File: src/rtl/serial_adder.sv
`default_nettype none
// ============================================================================
//  Module   : serial_adder
//  Summary  : Bit-serial WIDTH-bit adder with carry-in. One full-adder cell
//             and one carry flop process the operands LSB-first over a
//             valid/ready handshake on each side.
//  Revision : 1.0 - initial release
// ============================================================================
module serial_adder #(
   parameter int WIDTH = 8
) (
   input  logic             clk,
   input  logic             rst_n,
   input  logic             in_valid,
   output logic             in_ready,
   input  logic [WIDTH-1:0] a,
   input  logic [WIDTH-1:0] b,
   input  logic             cin,
   output logic             out_valid,
   input  logic             out_ready,
   output logic [WIDTH-1:0] sum,
   output logic             cout,
   output logic             busy
);

   localparam int CW = $clog2(WIDTH + 1);

   localparam logic [1:0]    c_IDLE = 2'd0;
   localparam logic [1:0]    c_RUN  = 2'd1;
   localparam logic [1:0]    c_DONE = 2'd2;
   localparam logic [CW-1:0] c_LAST = CW'(WIDTH - 1);

   logic [1:0]       r_state;
   logic [1:0]       w_state_nxt;
   logic [WIDTH-1:0] r_sa;
   logic [WIDTH-1:0] r_sb;
   logic             r_carry;
   logic [CW-1:0]    r_cnt;
   logic [WIDTH-1:0] r_res;
   logic [WIDTH-1:0] r_sum;
   logic             r_cout;

   logic             w_s;
   logic             w_maj;
   logic             w_last;
   logic [WIDTH-1:0] w_res_nxt;

   // The single full-adder cell
   assign w_s       = r_sa[0] ^ r_sb[0] ^ r_carry;
   assign w_maj     = (r_sa[0] & r_sb[0]) | (r_sa[0] & r_carry) | (r_sb[0] & r_carry);
   assign w_last    = (r_cnt == c_LAST);
   assign w_res_nxt = (r_res >> 1) | (WIDTH'(w_s) << (WIDTH - 1));

   always_ff @(posedge clk or negedge rst_n) begin
      if (!rst_n) begin
         r_state <= c_IDLE;
      end else begin
         r_state <= w_state_nxt;
      end
   end

   always_comb begin
      w_state_nxt = r_state;
      case (r_state)
         c_IDLE:  if (in_valid)  w_state_nxt = c_RUN;
         c_RUN:   if (w_last)    w_state_nxt = c_DONE;
         c_DONE:  if (out_ready) w_state_nxt = c_IDLE;
         default: w_state_nxt = c_IDLE;
      endcase
   end

   always_comb begin
      in_ready  = (r_state == c_IDLE);
      busy      = (r_state == c_RUN);
      out_valid = (r_state == c_DONE);
   end

   always_ff @(posedge clk or negedge rst_n) begin
      if (!rst_n) begin
         r_sa    <= '0;
         r_sb    <= '0;
         r_carry <= 1'b0;
         r_cnt   <= '0;
         r_res   <= '0;
         r_sum   <= '0;
         r_cout  <= 1'b0;
      end else begin
         case (r_state)
            c_IDLE: begin
               if (in_valid) begin
                  r_sa    <= a;
                  r_sb    <= b;
                  r_carry <= cin;
                  r_cnt   <= '0;
                  r_res   <= '0;
               end
            end
            c_RUN: begin
               r_sa    <= r_sa >> 1;
               r_sb    <= r_sb >> 1;
               r_carry <= w_maj;
               r_res   <= w_res_nxt;
               r_cnt   <= r_cnt + CW'(1);
               // Outputs update only on completion so they hold across the next op
               if (w_last) begin
                  r_sum  <= w_res_nxt;
                  r_cout <= w_maj;
               end
            end
            default: ;
         endcase
      end
   end

   assign sum  = r_sum;
   assign cout = r_cout;

endmodule
`default_nettype wire

File: config.mk
export PLATFORM = sky130hd
export DESIGN_NAME = serial_adder
export DESIGN_NICKNAME = d
export VERILOG_FILES = /design/src/rtl/serial_adder.sv
export SDC_FILE = /design/constraint.sdc
export NUM_CORES = 1
export LEC_CHECK = 0
export BUFFER_PORTS_ARGS = -buffer_cell sky130_fd_sc_hd__buf_4
export CORE_ASPECT_RATIO = 0.9
export CORE_MARGIN = 2
export CORE_UTILIZATION = 25
export CTS_CLUSTER_DIAMETER = 60
export DETAILED_ROUTE_END_ITERATION = 8
export RECOVER_POWER = 100
export SYNTH_ARGS = -nofsm -noshare
export SYNTH_HDL_FRONTEND = slang
export SYNTH_SLANG_ARGS = --single-unit
File: constraint.sdc
create_clock -name clk -period 2.2 [get_ports clk]
set_input_delay 0.33 -clock clk [delete_from_list [all_inputs] [get_ports clk]]
set_output_delay 0.33 -clock clk [all_outputs]
set_load 0.005 [all_outputs]
### Yosys cells after proc, flatten, opt, wreduce, memory -nomap -nowiden

Index checks and enable logic that the tools add are counted.

| cells by class | value |
|---|---|
| divide/modulo/power cells | 0 |
| muxes and demuxes | 14 |
| reductions and logical operators | 5 |
| multiply operators | 0 |
| equal/unequal tests | 6 |
| add/sub/neg operators | 1 |
| bitwise gates (word level) | 8 |
| shift operators | 0 |
| $lt $le $gt $ge | 0 |

Operator list:

| kind | count |
|---|---|
| $pmux 8 s2 | 3 |
| $mux 8 | 3 |
| $or 7x8->8 | 1 |
| $pmux 4 s2 | 1 |
| $mux 2 | 3 |
| $pmux 2 s3 | 1 |
| $add 4x1->4 const B | 1 |
| $eq 4x3->1 const B | 1 |
| $mux 4 | 1 |
| $ne 2x1->1 const B | 2 |
| $reduce_and 2->1 | 2 |
| $and 1x1->1 | 3 |
| $reduce_and 3->1 | 1 |
| $eq 2x1->1 const B | 1 |
| $eq 2x2->1 const B | 1 |
| $logic_not 2->1 | 1 |
| $ne 2x2->1 const B | 1 |
| $or 1x1->1 | 2 |
| $pmux 1 s2 | 1 |
| $reduce_bool 2->1 | 1 |
| $xor 1x1->1 | 2 |
| $mux 1 | 1 |

| storage, ports and cells | value |
|---|---|
| word-level logic and storage cells | 42 |
| output and inout bits | 12 |
| memories | 0 |
| memory bits (read-only) | 0 |
| flip-flop bits (word level) | 40 |
| input port bits | 21 |
| memory bits (writable) | 0 |
| bits in latches | 0 |

### Longest topological paths before layout

| depth | value |
|---|---|
| depth after elaboration | 4 |
| depth in mapped cells | 5 |
| mapped depth without buffers | 4 |

### Least setup slack after synthesis

OpenSTA, ideal clock, no wires.

| timing | value |
|---|---|
| kind | flip-flop to flip-flop |
| from | register r_cnt[0] |
| to | register r_cout, in the netlist cout |
| path buffers | 0 |
| stages on the path, launching flop included | 5 |
| period minus slack after synthesis | 1528 ps |
| library setup time | 125 ps |
| arrival time | 1403 ps |
| slack | 672 ps |
| required time | 2075 ps |
| path through | dfrtp_1 -> ha_1 -> nand2_1 -> nor4_4 -> mux2_2 |

| on the way | value |
|---|---|
| word-level cells in the longest chain between the ends | 2 |

RTL lines:

| item | line | text |
|---|---|---|
| start, declared | 38 | `logic [CW-1:0] r_cnt;` |
| start signal, assigned | 103 | `r_cnt <= r_cnt + CW'(1);` |
| $eq 4x3->1 | 51 | `assign w_last = (r_cnt == c_LAST);` |
| $reduce_and 2->1 (no line) | -- |  |
| end signal, assigned | 107 | `r_cout <= w_maj;` |
| end, declared | 41 | `logic r_cout;` |

No other way between the ends.
A chain may end at the register's enable or synchronous reset.

### Worst setup path in the final report

| timing | value |
|---|---|
| from | register r_state[1] |
| to | output port busy |

| on the way | value |
|---|---|
| word-level cells in the longest chain between the ends | 1 |

RTL lines:

| item | line | text |
|---|---|---|
| start, declared | 33 | `logic [1:0] r_state;` |
| start signal, assigned | 56 | `r_state <= c_IDLE;` |
| start signal, assigned | 58 | `r_state <= w_state_nxt;` |
| $eq 2x1->1 | 74 | `busy = (r_state == c_RUN);` |
| end, declared | 23 | `output logic busy` |

No other way between the ends.

==> flow_summary.yaml <==
placement:
  numPortBuffers: 32
  detailed_place_hpwl_um: 2515
  routability_driven_placement_congestion_ratio: 0.7427
  post-place-cells: 270
  dpl_worst_slack_ns: 0.5741
worst_setup_path:
  path_buf_inv: 1
  path_max_fanout: 15
  ff2ff_setup_slack_ns: 0.41
  worst-endpoint-arrival_ns: 1.56
  worstPathCellList: "nor2b_1, clkbuf_4"
  reg2reg_from: "r_state[1]$_DFFE_PN0P_"
  worstSetupStartpoint: "r_state[1]$_DFFE_PN0P_"
  cp_slowest_cell: "sky130_fd_sc_hd__dfrtp_1"
  worst_setup_path_start_kind: "flip-flop"
  worst_ep_required_time_ns: 1.87
  timing_worst_setup_path_type: "reg -> out"
  critical_path.top_delay_family: "flip-flops"
  worst_path_largest_cell_delay_ns: 0.56
  end_kind: "output pin"
timing:
  final.min_clock_period_ns: 1.893
  worst-slew-pin-transition_ns: 0.9450
  final-hold-violation-count: 0
  hold-worst-slack_ns: 0.1750
  timing.final.crit_share: 0.8603
  maxSlewHeadroom: 0.3700
  maxClockFrequency_mhz: 528.3
  final-setup-viol-count: 0
  final.setup.tns_ns: 0
  fin_skew_ns: 0.004828
  max_slew_violation_count: 0
  setup_repair_after_global_routing_missed_its_margin: "no"
  post-route-worst-setup-slack_ns: 0.3073
clock_tree:
  cts_hold_buf: 0
  post-cts-setup-buffers: 0
  clk_tree_root_cell: "sky130_fd_sc_hd__clkbuf_8"
  cts_made_buffers: 5
  clk_transition_reported_paths_ns: 0.08
  cts_sinks: 39
  post_cts_resized: 0
  cts_buffer_depth: 2
  clock_insertion_delay_worst_skew_ns: 0.29
  tritoncts_clock_tree: "yes"
  h-tree-depth: 2
pwr:
  ir_drop_v: 0.0004040
  cell_internal_pwr_mw: 1.677
  swShare: 0.3359
  p_per_area_nw_per_um2: 1190
  comb_power_share: 0.332
  power_switching_mw: 0.8482
  proportion_of_power_drawn_by_flip_flops_and_latches: 0.486
  clock_power_share: 0.182
  p_leak_nw: 0.9599
floorplan:
  die_h_um: 82.30
  ioPinCount: 33
  core.rowCount: 28
  die_w_um: 91.00
  die_area_um2: 7488
  initial_cell_density_of_the_core: 0.2585
  core_area_um2: 6586
drt:
  antenna_left: 0
  via_per_inst: 4.435
  detail_route.wl_per_cell_um: 12.99
  wirelength_um: 3612
  routed-via-count: 1233
  number_of_violations_reported_at_the_end_of_detailed_routing_iteration_0: 79
  detailedRoute.firstPassIterationCount: 4
  detail_route.drc_violations: 0
layout:
  finalCoreUtilization: 0.3220
  drive_above_1_share: 0.2713
  instances_no_fill: 278
  area_delta_synth_final_pct: 24.54
  net_total_in_the_final_layout: 210
  insertedDiodeCount: 0
  nFillCells: 718
logic_synthesis:
  postSynthAreaPerCell_um2: 11.43
  synth_warnings: 0
  synth.top_cells.by_area: "sky130_fd_sc_hd__dfrtp_1 (57%), sky130_fd_sc_hd__a22oi_1 (6.6%), sky130_fd_sc_hd__mux2_2 (6.6%), sky130_fd_sc_hd__o21ai_0 (5.3%), sky130_fd_sc_hd__nor2b_1 (5.1%)"
  post_synth_most_frequent_cells: "sky130_fd_sc_hd__dfrtp_1 (39), sky130_fd_sc_hd__o21ai_0 (18), sky130_fd_sc_hd__a22oi_1 (15), sky130_fd_sc_hd__nor2b_1 (14), sky130_fd_sc_hd__a21oi_1 (11)"
  post-synth-top-area-cell: "sky130_fd_sc_hd__dfrtp_1"
  synth_sequential_area_ratio: 0.5731
  async_flop_share: 1.000
  synth-seq-cells: 39
  mappedNetlistArea_um2: 1703
  post_synth_num_cell_types: 21
  yosysTopAreaCellShare: 0.5731
  leading_cell_type_by_number_of_instances_after_synthesis: "sky130_fd_sc_hd__dfrtp_1"
  synth-main-ff-cell: "sky130_fd_sc_hd__dfrtp_1"
  syn_inst: 149
  synth_enable_flop_cells: 0
  syn-num-nets: 172
global_route:
  grt_antenna_before_repair: 0
  globalRouteOverflowTotal: 0
  grt_first_pass_wirelength_um: 6196
  maximum_number_of_pins_on_one_net_before_global_route_repair: 40
  first_global_vias: 1241
  grtUsageTotal: 0.1053
worst_hold_path:
  worst_hold_path_type: "in -> async"
run_status:
  run_status: "finished clean"
run:
  max_cap_violations: 0
## placed cells by master (no fill, tap or decap), drive strengths merged, types with 2 or more instances in the layout
cell | synthesis | final
buf | 1 | 21
o21ai | 18 | 18
nand2 | 10 | 10
a21oi | 11 | 11
mux2 | 10 | 10
mux2i | 2 | 2
nor2 | 4 | 4
a22oi | 15 | 15
a22o | 8 | 8
inv | 2 | 2
dfrtp | 39 | 39
clkinv | 0 | 3
nor2b | 14 | 14
clkbuf | 8 | 24
## metal layers
layer  part of all wire  track usage  wire (um)  up-vias
met5                  0            0          0        -
met4              0.016      0.04091         57        0
met3              0.043      0.02813        156        8
met2               0.42       0.1519       1512       24
met1               0.52       0.1508       1886      587
li1                   -            -          -      614
## metrics by stage
step	cell area (um2)	power [mW]
2_1_floorplan	1703	1.762
3_3_place_gp	2081	2.137
3_5_place_dp	2081	2.150
4_1_cts	2165	2.619
5_1_grt	2121	2.723
6_report	2121	2.525
## power by group through the flow
| stage | logic (mW) | clock network [mW] | registers, mW |
|---|---|---|---|
| 2_1_floorplan | 0.588 | 0 | 1.17 |
| 3_3_place_gp | 0.893 | 0 | 1.24 |
| 3_5_place_dp | 0.906 | 0 | 1.24 |
| 4_1_cts | 0.906 | 0.478 | 1.23 |
| 5_1_grt | 0.952 | 0.503 | 1.27 |
| 6_report | 0.839 | 0.459 | 1.23 |
## cells by family (layout without fill, tap and decap cells)
family | after synthesis | count (layout) | synth area share
AOI/OAI and AO/OA | 55 | 55 | 0.2072
buffers and inverters | 11 | 50 | 0.02498
and+or+nand+nor | 30 | 30 | 0.09772
adders and majority gates | 2 | 2 | 0.01910
DFF | 39 | 39 | 0.5731
muxes | 12 | 12 | 0.07789
## state kept, by name, indices dropped and copies added (netlist names)
signal / count
r_sa: 8
sum: 8
r_sb: 8
r_state: 2
r_res: 7
r_carry: 1
r_cnt: 4
cout: 1
## worst paths after layout
check	to	cells past startpoint
worst max-delay path	busy	2
worst min-delay path	r_sb[4]$_DFFE_PN0P_	1
worst max register to register	r_sb[5]$_DFFE_PN0P_	5
worst min register to register	r_sa[6]$_DFFE_PN0P_	2
max in group asynchronous	r_res[1]$_DFFE_PN0P_	1
min in group clk	r_state[1]$_DFFE_PN0P_	3
## final cells by class
type                       instances  area, um2  area share
sequential                        39      975.9      0.4602
tap                               90      112.6     0.05310
clock inverter                     3      15.01    0.007080
clock buffer                       5      68.82     0.03245
inverter                           2      7.507    0.003540
timing repair buffer              40      271.5      0.1280
multi-input combinational         99      669.4      0.3156
## worst register-to-register path, stage by stage (launching register included)
cell and delay [ns]:
sky130_fd_sc_hd__dfrtp_1 0.64, sky130_fd_sc_hd__clkbuf_1 0.40, sky130_fd_sc_hd__nor2b_1 0.11, sky130_fd_sc_hd__clkbuf_1 0.22
sky130_fd_sc_hd__a21oi_1 0.18, sky130_fd_sc_hd__o21ai_0 0.11
Power figures use the tool's default switching activity.
